--- src/rtl/div_arbiter.sv ---
// Round-robin arbiter that shares one sequential divider among NREQ requesters.
// Captures the winner's operands, starts the divider and returns quotient with done/err.
//
// state | meaning
// IDLE  | waiting for any req; grants the round-robin winner and latches operands
// CHECK | rejects a zero divisor without starting the divider
// ISSUE | pulses div_start and clears the timer
// WAIT  | waits for div_valid or timer == TIMEOUT
// RESP  | pulses done/err to the owner, advances the round-robin pointer
module div_arbiter #(
    parameter int NREQ    = 4,
    parameter int WIDTH   = 10,
    parameter int TIMEOUT = 63
) (
    input  logic                  clk,
    input  logic                  rst_n,
    input  logic [NREQ-1:0]       req,
    input  logic [NREQ*WIDTH-1:0] dividend_in,
    input  logic [NREQ*WIDTH-1:0] divisor_in,
    output logic [NREQ-1:0]       gnt,
    output logic [NREQ-1:0]       done,
    output logic [NREQ-1:0]       err,
    output logic [WIDTH-1:0]      q_out,
    output logic                  div_start,
    output logic [WIDTH-1:0]      div_a,
    output logic [WIDTH-1:0]      div_b,
    input  logic                  div_valid,
    input  logic [WIDTH-1:0]      div_q
);

    localparam int IW = (NREQ > 1) ? $clog2(NREQ) : 1;
    localparam int TW = (TIMEOUT > 1) ? $clog2(TIMEOUT + 1) : 1;

    typedef enum logic [2:0] {
        IDLE  = 3'd0,
        CHECK = 3'd1,
        ISSUE = 3'd2,
        WAIT  = 3'd3,
        RESP  = 3'd4
    } state_t;

    state_t          state;
    logic [IW-1:0]   rr_ptr;
    logic [IW-1:0]   idx;
    logic [TW-1:0]   timer;
    logic            err_flag;
    logic [WIDTH-1:0] q_cap;

    logic [WIDTH-1:0] dvd [NREQ];
    logic [WIDTH-1:0] dvs [NREQ];
    logic [IW-1:0]    winner;
    logic             found;

    always_comb begin
        for (int i = 0; i < NREQ; i++) begin
            dvd[i] = dividend_in[i*WIDTH +: WIDTH];
            dvs[i] = divisor_in[i*WIDTH +: WIDTH];
        end
    end

    // First set request scanning upward from rr_ptr with wrap-around.
    always_comb begin
        logic [IW:0]   sum;
        logic [IW-1:0] pos;
        winner = '0;
        found  = 1'b0;
        sum    = '0;
        pos    = '0;
        for (int k = 0; k < NREQ; k++) begin
            sum = {1'b0, rr_ptr} + (IW+1)'(k);
            if (sum >= (IW+1)'(NREQ)) begin
                sum = sum - (IW+1)'(NREQ);
            end
            pos = sum[IW-1:0];
            if (!found && req[pos]) begin
                found  = 1'b1;
                winner = pos;
            end
        end
    end

    always_ff @(posedge clk or negedge rst_n) begin
        if (!rst_n) begin
            state     <= IDLE;
            rr_ptr    <= '0;
            idx       <= '0;
            timer     <= '0;
            err_flag  <= 1'b0;
            q_cap     <= '0;
            q_out     <= '0;
            div_a     <= '0;
            div_b     <= '0;
            div_start <= 1'b0;
            gnt       <= '0;
            done      <= '0;
            err       <= '0;
        end else begin
            gnt       <= '0;
            done      <= '0;
            err       <= '0;
            div_start <= 1'b0;
            case (state)
                IDLE: begin
                    if (found) begin
                        gnt[winner] <= 1'b1;
                        idx         <= winner;
                        div_a       <= dvd[winner];
                        div_b       <= dvs[winner];
                        state       <= CHECK;
                    end
                end
                CHECK: begin
                    if (div_b == '0) begin
                        err_flag <= 1'b1;
                        state    <= RESP;
                    end else begin
                        state <= ISSUE;
                    end
                end
                ISSUE: begin
                    div_start <= 1'b1;
                    timer     <= '0;
                    state     <= WAIT;
                end
                WAIT: begin
                    // A valid in the timeout cycle still counts as success.
                    if (div_valid) begin
                        q_cap    <= div_q;
                        err_flag <= 1'b0;
                        state    <= RESP;
                    end else if (timer == TW'(TIMEOUT)) begin
                        err_flag <= 1'b1;
                        state    <= RESP;
                    end else begin
                        timer <= timer + 1'b1;
                    end
                end
                RESP: begin
                    done[idx] <= 1'b1;
                    err[idx]  <= err_flag;
                    if (!err_flag) begin
                        q_out <= q_cap;
                    end
                    if (idx == IW'(NREQ - 1)) begin
                        rr_ptr <= '0;
                    end else begin
                        rr_ptr <= idx + 1'b1;
                    end
                    state <= IDLE;
                end
                default: state <= IDLE;
            endcase
        end
    end

endmodule

--- config.mk ---
export PLATFORM = sky130hd
export DESIGN_NAME = div_arbiter
export DESIGN_NICKNAME = d
export VERILOG_FILES = /design/src/rtl/div_arbiter.sv
export SDC_FILE = /design/constraint.sdc
export NUM_CORES = 1
export LEC_CHECK = 0
export ABC_AREA = 1
export BUFFER_PORTS_ARGS = -buffer_cell sky130_fd_sc_hd__clkbuf_2
export CAP_MARGIN = 5
export CORE_UTILIZATION = 30
export DETAILED_ROUTE_END_ITERATION = 7
export PLACE_DENSITY_LB_ADDON = 0.25
export SLEW_MARGIN = 0
export SYNTH_ARGS = -nofsm -noshare
export SYNTH_HDL_FRONTEND = slang
export SYNTH_SLANG_ARGS = --single-unit
export TNS_END_PERCENT = 20
--- constraint.sdc ---
create_clock -name clk -period 2.2 [get_ports clk]
set_input_delay 0 -clock clk [delete_from_list [all_inputs] [get_ports clk]]
set_output_delay 0 -clock clk [all_outputs]
set_load 0.005 [all_outputs]
==> results.toml, run 1 <==
[power_and_ir_drop]
vdd_drop_max_v = 0.000756
pwr-share-clk_pct = 19.8
seqPwrFrac_pct = 28.3
combinationalPowerShare_pct = 52.0
p_sw_mw = 3.17
p_int_mw = 4.07
switching_share_pct = 43.8
leakage_nw = 2.96
power-per-cell-area_nw_per_um2 = 1380

[clocking]
htreeDepth = 3
clk_latency_ns = 0.33
cts_sinks = 67
cts_buffer_depth = 2
cts.reportedPaths.clkPinSlew_ns = 0.06
root_buffer = "clkbuf_16"
cts_tree = "yes"
numCtsBuffers = 9

[place]
place_area_um2 = 4560
port_buffers = 139
post-place-cells = 800
globalplace.congestion = 0.868
hpwl_um = 7230

[routing]
drt_pass1_iterations = 5
ant_nets = 0
wl_per_cell_um = 11.7
via_per_inst = 4.47
via_count = 3801
drt_iter0_markers = 152
drc = 0
postRouteWirelength_um = 9940

[flow_run]
cap_violations = 0

[global_route]
grt_max_degree = 68
grt_pass1_wl_um = 16900
antenna_found_initial = 0
grt_usage_pct = 16.4
grt_pass1_vias = 3675
overflow = 0

[worst_setup_path]
start_kind = "flop"
cp.required_ns = 2.40
worstRegToRegCells = 12
cp.arrival_ns = 2.29
crit_top_cell = "nand2_1"
critical-path-slowest-cell = "dfrtp_2"
cp_max_fo = 42
critPathCaptureType = "flop"
slowest_delay_ns = 0.48
critical_path_class = "flop to flop"
path_cells = "inv_4 > nand2_1 > nand3_1 > nand2_1 > nand2_2 > nand2_1 > nand2_1 > nand3_4 > buf_12 > or2_1 > nand3_1 > nand3_1"

[floorplan]
std_cell_rows = 40
dieWidth_um = 114
die_height_um = 114
die_area_um2 = 12900
start_util_pct = 30.9
core_area_um2 = 12100
ioPinCount = 140

[sta]
setup_viol = 0
fmax_ghz = 0.479
final-hold-violation-count = 0
fin_tns_setup_ns = 0
worst_pin_slew_ns = 0.832
fin_skew_ns = 0.00796
slew_headroom_pct = 44.6
slew_violations = 0
min_period_over_period_pct = 94.8
timing.final.crit_period_ns = 2.09

[synth]
ys_warn_count = 0
syn_inst = 507
synth_cell_types = 29
ys_ff_latch = 67
synth_area_per_cell_um2 = 7.36
synth.net_count = 609
netlist_area_um2 = 3730
synth_seq_area_share_pct = 44.9

[hold_path]
hp-class = "input port to flop"
hold-path-cell-count = 5

[finish]
drive_gt1_share_pct = 27.1
syn_to_final_growth_pct = 40.8
regArea_um2 = 1680
final_cell_mix = "nand2_1 (149), clkbuf_2 (138), inv_1 (90)"
layout.nets = 779
utilization_pct = 43.6
design_area_um2 = 5260
insertedDiodeCount = 0
final_common_cell = "nand2_1"
finalNonFillerCells = 850
multi_input_area_um2 = 1580
fillers = 1228

[outcome]
status = "completed"
[metal layers]
layer  track usage [%]  up-vias  wire, um
met4              6.84        0       226
met5                 0        -         0
met2              27.2      157      4650
li1                  -     1914         -
met1              20.5     1710      4300
met3              3.83       20       762
[final cells by class]
class | count | share of cell area (%)
sequential | 67 | 31.9
multi-input combinational | 324 | 30.1
timing repair buffer | 178 | 21.0
inverter | 96 | 7.02
clock buffer | 9 | 4.28
tap | 168 | 4.00
clock inverter | 7 | 1.48
timing repair inverter | 1 | 0.143
[sequential cells by signal, summed over array words and instances, names as in the netlist]
signal     count
div_a         10
div_b         10
div_start      1
done           4
err            4
err_flag       1
gnt            4
idx            2
q_cap         10
q_out         10
rr_ptr         2
state          3
timer          6
[power groups by stage]
stage,clock network (mW),registers (mW),logic [mW]
after CTS,1.48,2.05,3.66
after global routing,1.53,2.12,4.33
after global placement,0,2.05,3.52
after detailed placement,0,2.06,3.56
final,1.43,2.05,3.77
after floorplan,0,2.00,2.69
[final timing paths]
path / start / slack, ns / to
max: rr_ptr[0] / 0.11 / div_a[9]
min: divisor_in[24] / 0.008 / div_b[4]
max reg2reg: rr_ptr[0] / 0.11 / div_a[9]
min reg2reg: q_cap[9] / 0.48 / q_cap[9]
max in group asynchronous: rst_n / 1.28 / rr_ptr[0]
min in group asynchronous: rst_n / 0.34 / q_out[7]
[cell usage after synthesis (all sizes together)]
cell	instances	area share (%)
nand2	153	16
inv	96	9.7
nand3	72	10
dfrtp	67	45
o21ai	24	3.2
nor2	23	2.7
buf	13	2.9
or2	13	2.2
o211ai	12	2.4
nor3	9	1.2
clkbuf	7	0.70
ha	5	1.7
nor4	3	0.50
a21oi	2	0.27
mux2	2	0.60
nor3b	2	0.40
a21boi	1	0.20
a22o	1	0.23
o22ai	1	0.17
o31ai	1	0.20
[kinds of logic after synthesis]
family | share of synthesized area (%)
simple gates | 32.9
buf+inv | 13.2
flops | 44.9
compound gates | 6.71
fa+ha+maj | 1.68
mux | 0.603
[repair_timing]
item | in CTS | in global routing
hold endpoints to repair | 89 | 0
pin swaps | 1 | 0
buffers inserted | 1 | 1
hold buffers | 31 | 0
resized for setup | 1 | 12
endpoints found under the setup margin | 12 | 25
gates cloned | 0 | 1
[critical path: cells and delay by family, from the launching register on]
family	cells	cell delay (ns)
buffers and inverters	2	0.34
DFF	1	0.48
and+or+nand+nor	10	1.13
[per-stage QoR]
step | total power [mW] | hold slack, ns | worst slack (ns)
6_report | 7.24 | 0.00801 | 0.114
2_1_floorplan | 4.68 | -0.296 | 0.451
3_5_place_dp | 5.62 | 0.171 | -0.190
4_1_cts | 7.18 | 0.000146 | 0.000183
5_1_grt | 7.98 | 0.0116 | -0.0382
3_3_place_gp | 5.57 | 0.167 | -0.0772
No activity file was read; power rests on OpenSTA's default activity.
==> inputs of run 2 (changes only) <==
--- a/config.mk
+++ b/config.mk
@@ -7,10 +7,11 @@
 export LEC_CHECK = 0
 export ABC_AREA = 1
 export BUFFER_PORTS_ARGS = -buffer_cell sky130_fd_sc_hd__clkbuf_2
-export CAP_MARGIN = 5
+export CAP_MARGIN = 20
 export CORE_UTILIZATION = 30
 export DETAILED_ROUTE_END_ITERATION = 7
 export PLACE_DENSITY_LB_ADDON = 0.25
+export RECOVER_POWER = 25
 export SLEW_MARGIN = 0
 export SYNTH_ARGS = -nofsm -noshare
 export SYNTH_HDL_FRONTEND = slang
==> run 2 against run 1 <==
Final cell count unchanged. Highest routed layer unchanged. Critical path type unchanged. Worst hold slack worse by 0.00063 ns. Clock power about the same. Final area down 0.50%. Sequential cell count unchanged. First-iteration DRC count down 2.6%. Critical path depth unchanged. Largest power group unchanged. Clock skew about the same. Maximum frequency down 0.15%. Worst setup slack worse by 0.0031 ns.
==> results.toml, run 2 (synthesis results as in run 1) <==
[place]
globalplace.congestion = 0.868
pre_cts_ws_ns = -0.190
port_buffers = 139
hpwl_um = 7230

[routing]
postRouteWirelength_um = 9970
drt_iter0_markers = 148
ant_nets = 0
via_count = 3812
wl_per_cell_um = 11.7
drc = 0
drt_pass1_iterations = 5
via_per_inst = 4.48

[worst_setup_path]
crit_start = "rr_ptr[0]"
critPathCaptureType = "flop"
cp_max_fo = 42
crit_top_cell = "nand2_1"
path_cells = "inv_4 > nand2_1 > nand3_1 > nand2_1 > nand2_2 > nand2_1 > nand2_1 > nand3_4 > buf_12 > or2_1 > nand3_1 > nand3_1"
rr_startpoint = "rr_ptr[0]"
endpoint = "div_b[9]"
path_buf_inv = 2
worstRegToRegCells = 12
start_kind = "flop"
r2r_slack_ns = 0.11
cp.arrival_ns = 2.29
critical_path_class = "flop to flop"
r2r-end = "div_b[9]"
path_depth = 12
cp.required_ns = 2.40
crit_family = "simple AND/OR/NAND/NOR gates"
slowest_delay_ns = 0.48
critical-path-slowest-cell = "dfrtp_2"

[sta]
fmax_ghz = 0.479
worst_slack_ns = 0.111
worst_pin_slew_ns = 0.833
min_period_over_period_pct = 94.9
timing.final.crit_period_ns = 2.09
slew_violations = 0
slew_headroom_pct = 44.5
holdWs_ns = 0.00738
final-hold-violation-count = 0
setup_viol = 0
fin_skew_ns = 0.00801

[floorplan]
core_area_um2 = 12100
start_util_pct = 30.9
ioPinCount = 140
std_cell_rows = 40
die_height_um = 114
dieWidth_um = 114
die_area_um2 = 12900

[flow_run]
cap_violations = 0

[global_route]
grt_usage_pct = 16.4
grt_pass1_vias = 3675
antenna_found_initial = 0
grt_max_degree = 68
overflow = 0
grt_pass1_wl_um = 16900

[finish]
drive_gt1_share_pct = 24.0
syn_to_final_growth_pct = 40.1
insertedDiodeCount = 0
layout.nets = 779
final_cell_mix = "nand2_1 (149), clkbuf_2 (117), inv_1 (90)"
utilization_pct = 43.4
final_common_cell = "nand2_1"

[power_and_ir_drop]
power-per-cell-area_nw_per_um2 = 1380
vdd_drop_max_v = 0.000754
leakage_nw = 2.90

[clocking]
root_buffer = "clkbuf_16"
cts.reportedPaths.clkPinSlew_ns = 0.06
cts_tree = "yes"
cts_sinks = 67
htreeDepth = 3
numCtsBuffers = 9
cts_buffer_depth = 2
clk_latency_ns = 0.33

[outcome]
status = "completed"

[hold_path]
hp-class = "input port to flop"
## run 2: cell counts in the layout (fill, tap and decap cells not counted)
Identical to the previous run, type by type.
## run 2: stage by stage
stage	area (um2)	power, mW	std cells	TNS, ns
after floorplan	3730	4.68	507	0
after global placement	4560	5.57	800	-0.822
after detailed placement	4560	5.62	800	-1.91
after CTS	5200	7.18	848	0
after global routing	5230	7.94	850	-0.262
final	5230	7.22	850	0
## run 2: timing repair
action	CTS	global route
endpoints found under the hold margin	89	0
endpoints found under the setup margin	12	25
gates resized for setup	1	12
setup buffers	1	1
pin swaps	1	0
cloned	0	1
hold buffers	31	0
## run 2: worst min path at each step
stage	startpoint	cells after the start	slack (ns)	endpoint
2_1_floorplan	rst_n	0	-0.30	div_a[0]
3_3_place_gp	rst_n	1	0.17	q_out[3]
3_5_place_dp	rst_n	1	0.17	q_out[7]
4_1_cts	divisor_in[22]	5	0.0001	div_b[2]
5_1_grt	dividend_in[32]	4	0.01	div_a[2]
6_report	divisor_in[24]	5	0.007	div_b[4]
## run 2: report_power, final
part           internal [mW]  switching (mW)  total, mW
clock network          0.884           0.551       1.43
registers               1.73           0.319       2.05
logic                   1.42            2.31       3.74
## run 2: per-layer routing
| layer | vias to the layer above | routed length, um | GRT usage [%] |
|---|---|---|---|
| li1 | 1913 | - | - |
| met3 | 21 | 662 | 3.83 |
| met5 | - | 0 | 0 |
| met2 | 156 | 4680 | 27.2 |
| met1 | 1722 | 4420 | 20.5 |
| met4 | 0 | 214 | 6.84 |
## run 2: cell type report
class	instances	area, um2
flip-flops and latches	67	1680
clock inverters	7	77.6
well taps	168	210
multi-input cells	324	1580
inverters	96	369
repair buffers	178	1080
fillers	1233	6830
clock buffers	9	225
repair inverters	1	7.51
## run 2: worst register-to-register path, stage by stage (launching register included)
cell and delay [ns]:
dfrtp_2 0.48, inv_4 0.13, nand2_1 0.10, nand3_1 0.10
nand2_1 0.12, nand2_2 0.11, nand2_1 0.07, nand2_1 0.10
nand3_4 0.15, buf_12 0.21, or2_1 0.24, nand3_1 0.08
nand3_1 0.08
==> inputs of run 3 (changes only) <==
--- a/config.mk
+++ b/config.mk
@@ -8,7 +8,7 @@
 export ABC_AREA = 1
 export BUFFER_PORTS_ARGS = -buffer_cell sky130_fd_sc_hd__clkbuf_2
 export CAP_MARGIN = 20
-export CORE_UTILIZATION = 30
+export CORE_UTILIZATION = 45
 export DETAILED_ROUTE_END_ITERATION = 7
 export PLACE_DENSITY_LB_ADDON = 0.25
 export RECOVER_POWER = 25
==> constraint.sdc (replaced) <==
create_clock -name clk -period 1.85 [get_ports clk]
set_input_delay 0 -clock clk [delete_from_list [all_inputs] [get_ports clk]]
set_output_delay 0 -clock clk [all_outputs]
set_load 0.005 [all_outputs]
==> run 3 against run 2 <==
The run now ends with setup timing left. Die area decreased by 33%. Final cell count is the same. Clock power down 3%. Global-route usage is 12 points higher. Highest routed layer unchanged. Via count grew 12%. First-iteration DRC count up 47%. Critical path depth rose by 2. Largest cell class is now multi-input gates. Power up 45%.
==> results.toml, run 3 (synthesis results as in run 1) <==
[finish]
layout.nets = 845
final_common_cell = "nand2_1"
utilization_pct = 75.2
final_cell_mix = "nand2_1 (126), clkbuf_2 (124), inv_1 (89)"
drive_gt1_share_pct = 33.2
insertedDiodeCount = 0
design_area_um2 = 5930
finalNonFillerCells = 850
syn_to_final_growth_pct = 58.9

[routing]
drt_pass1_iterations = 4
wl_per_cell_um = 14.5
drt_iter0_markers = 218
drc = 0
ant_nets = 0
via_per_inst = 5.04
postRouteWirelength_um = 12300
via_count = 4285

[place]
port_buffers = 139
hpwl_um = 6760
place_area_um2 = 4600
post-place-cells = 748
globalplace.congestion = 0.825

[worst_setup_path]
critical_path_class = "flop to flop"
endpoint = "div_a[9]"
r2r-end = "div_a[9]"
path_cells = "inv_2 > nand2_1 > nand2_2 > nand2_2 > nand2_2 > nand2_4 > nand2_4 > nand2_4 > nand3_4 > buf_12 > buf_16 > nand2_1 > o211ai_1 > nand3_1"
crit_start = "rr_ptr[0]"
crit_family = "simple AND/OR/NAND/NOR gates"
r2r_slack_ns = -0.18
slowest_delay_ns = 0.47
cp.required_ns = 2.07
critical-path-slowest-cell = "dfrtp_2"
rr_startpoint = "rr_ptr[0]"
critPathCaptureType = "flop"
path_depth = 14
path_buf_inv = 3
worstRegToRegCells = 14
start_kind = "flop"
cp.arrival_ns = 2.25
cp_max_fo = 6

[sta]
slew_violations = 0
fin_skew_ns = 0.0115
min_period_over_period_pct = 110
setup_viol = 24
timing.final.crit_period_ns = 2.03
worst_slack_ns = -0.178
slew_headroom_pct = 44.3
fmax_ghz = 0.493
holdWs_ns = 0.0458
rsz0062_at_grt = "true"
worst_pin_slew_ns = 0.836
final-hold-violation-count = 0

[floorplan]
ioPinCount = 140
die_area_um2 = 8660
std_cell_rows = 32
core_area_um2 = 7890
dieWidth_um = 93.1
die_height_um = 93.1
start_util_pct = 47.3

[global_route]
overflow = 0
antenna_found_initial = 0
grt_pass1_vias = 4283
met3_usage_pct = 5.37
grt_pass1_wl_um = 19500
top_usage_layer = "met2"
grt_max_degree = 68
globalRouteMet2Util_pct = 50.0
grt_usage_pct = 28.6
met1_usage_pct = 33.5

[power_and_ir_drop]
leakage_nw = 3.28
power-per-cell-area_nw_per_um2 = 1770
finalPower_mw = 10.5
vdd_drop_max_v = 0.000879

[clocking]
cts_buffer_depth = 2
numCtsBuffers = 9
root_buffer = "clkbuf_8"
cts_tree = "yes"
clk_latency_ns = 0.35
cts_sinks = 67
htreeDepth = 3
cts.reportedPaths.clkPinSlew_ns = 0.08

[flow_run]
cap_violations = 0

[outcome]
violations = "setup timing"
status = "finished, violations left"

[hold_path]
hp-class = "input port to flop"
-- run 3: cell count changes in the layout (fill, tap and decap cells not counted), moves of 8 or more --
cell,change
buf_4,+24
nand2_1,-23
dlygate4sd3_1,+27
clkbuf_1,-8
clkbuf_8,+9
nand2_2,+17
-- run 3: worst min path at each step --
stage,start,end,cells past startpoint
floorplan,rst_n,div_a[0],0
global placement,rst_n,gnt[1],1
detailed placement,rst_n,gnt[1],1
CTS,divisor_in[7],div_b[7],5
global route,divisor_in[27],div_b[7],5
finish,dividend_in[27],div_a[7],7
-- run 3: per-layer routing --
layer	vias to the layer above	part of all wire [%]
met5	-	0
met4	0	3.0
met3	35	7.0
met2	211	51
met1	1989	39
li1	2050	-
-- run 3: tightest hold or removal path, stage by stage --
cell and delay, ns:
clkbuf_2 0.08, inv_1 0.04, nand2_1 0.04, nand3_1 0.06
nand2_1 0.04, nand2_1 0.05, nand2_1 0.04
-- run 3: metrics by stage --
step,setup slack (ns),TNS (ns)
global route,-0.261,-4.88
detailed placement,-0.400,-6.57
CTS,-0.0726,-1.11
floorplan,0.101,0
global placement,-0.247,-3.98
finish,-0.178,-2.54
-- run 3: area by class of cell --
class / instances / area (um2)
tap: 102 / 128
sequential: 67 / 1680
timing repair inverter: 1 / 7.51
fill: 551 / 1960
clock inverter: 7 / 103
timing repair buffer: 242 / 1750
inverter: 96 / 372
multi-input combinational: 326 / 1770
clock buffer: 9 / 124
-- run 3: timing repair --
action	4_1_cts	5_1_grt
hold endpoints to repair	89	0
gates resized for setup	41	35
endpoints found under the setup margin	24	30
buffers inserted	10	10
hold buffers	58	0
pin swaps	2	25
cloned	4	5
-- run 3: where the power goes --
part | total, mW | internal, mW | switching [mW] | leakage [nW]
combinational | 6.66 | 3.01 | 3.65 | 2.31
sequential | 2.43 | 2.05 | 0.381 | 0.857
clock | 1.39 | 0.768 | 0.623 | 0.110
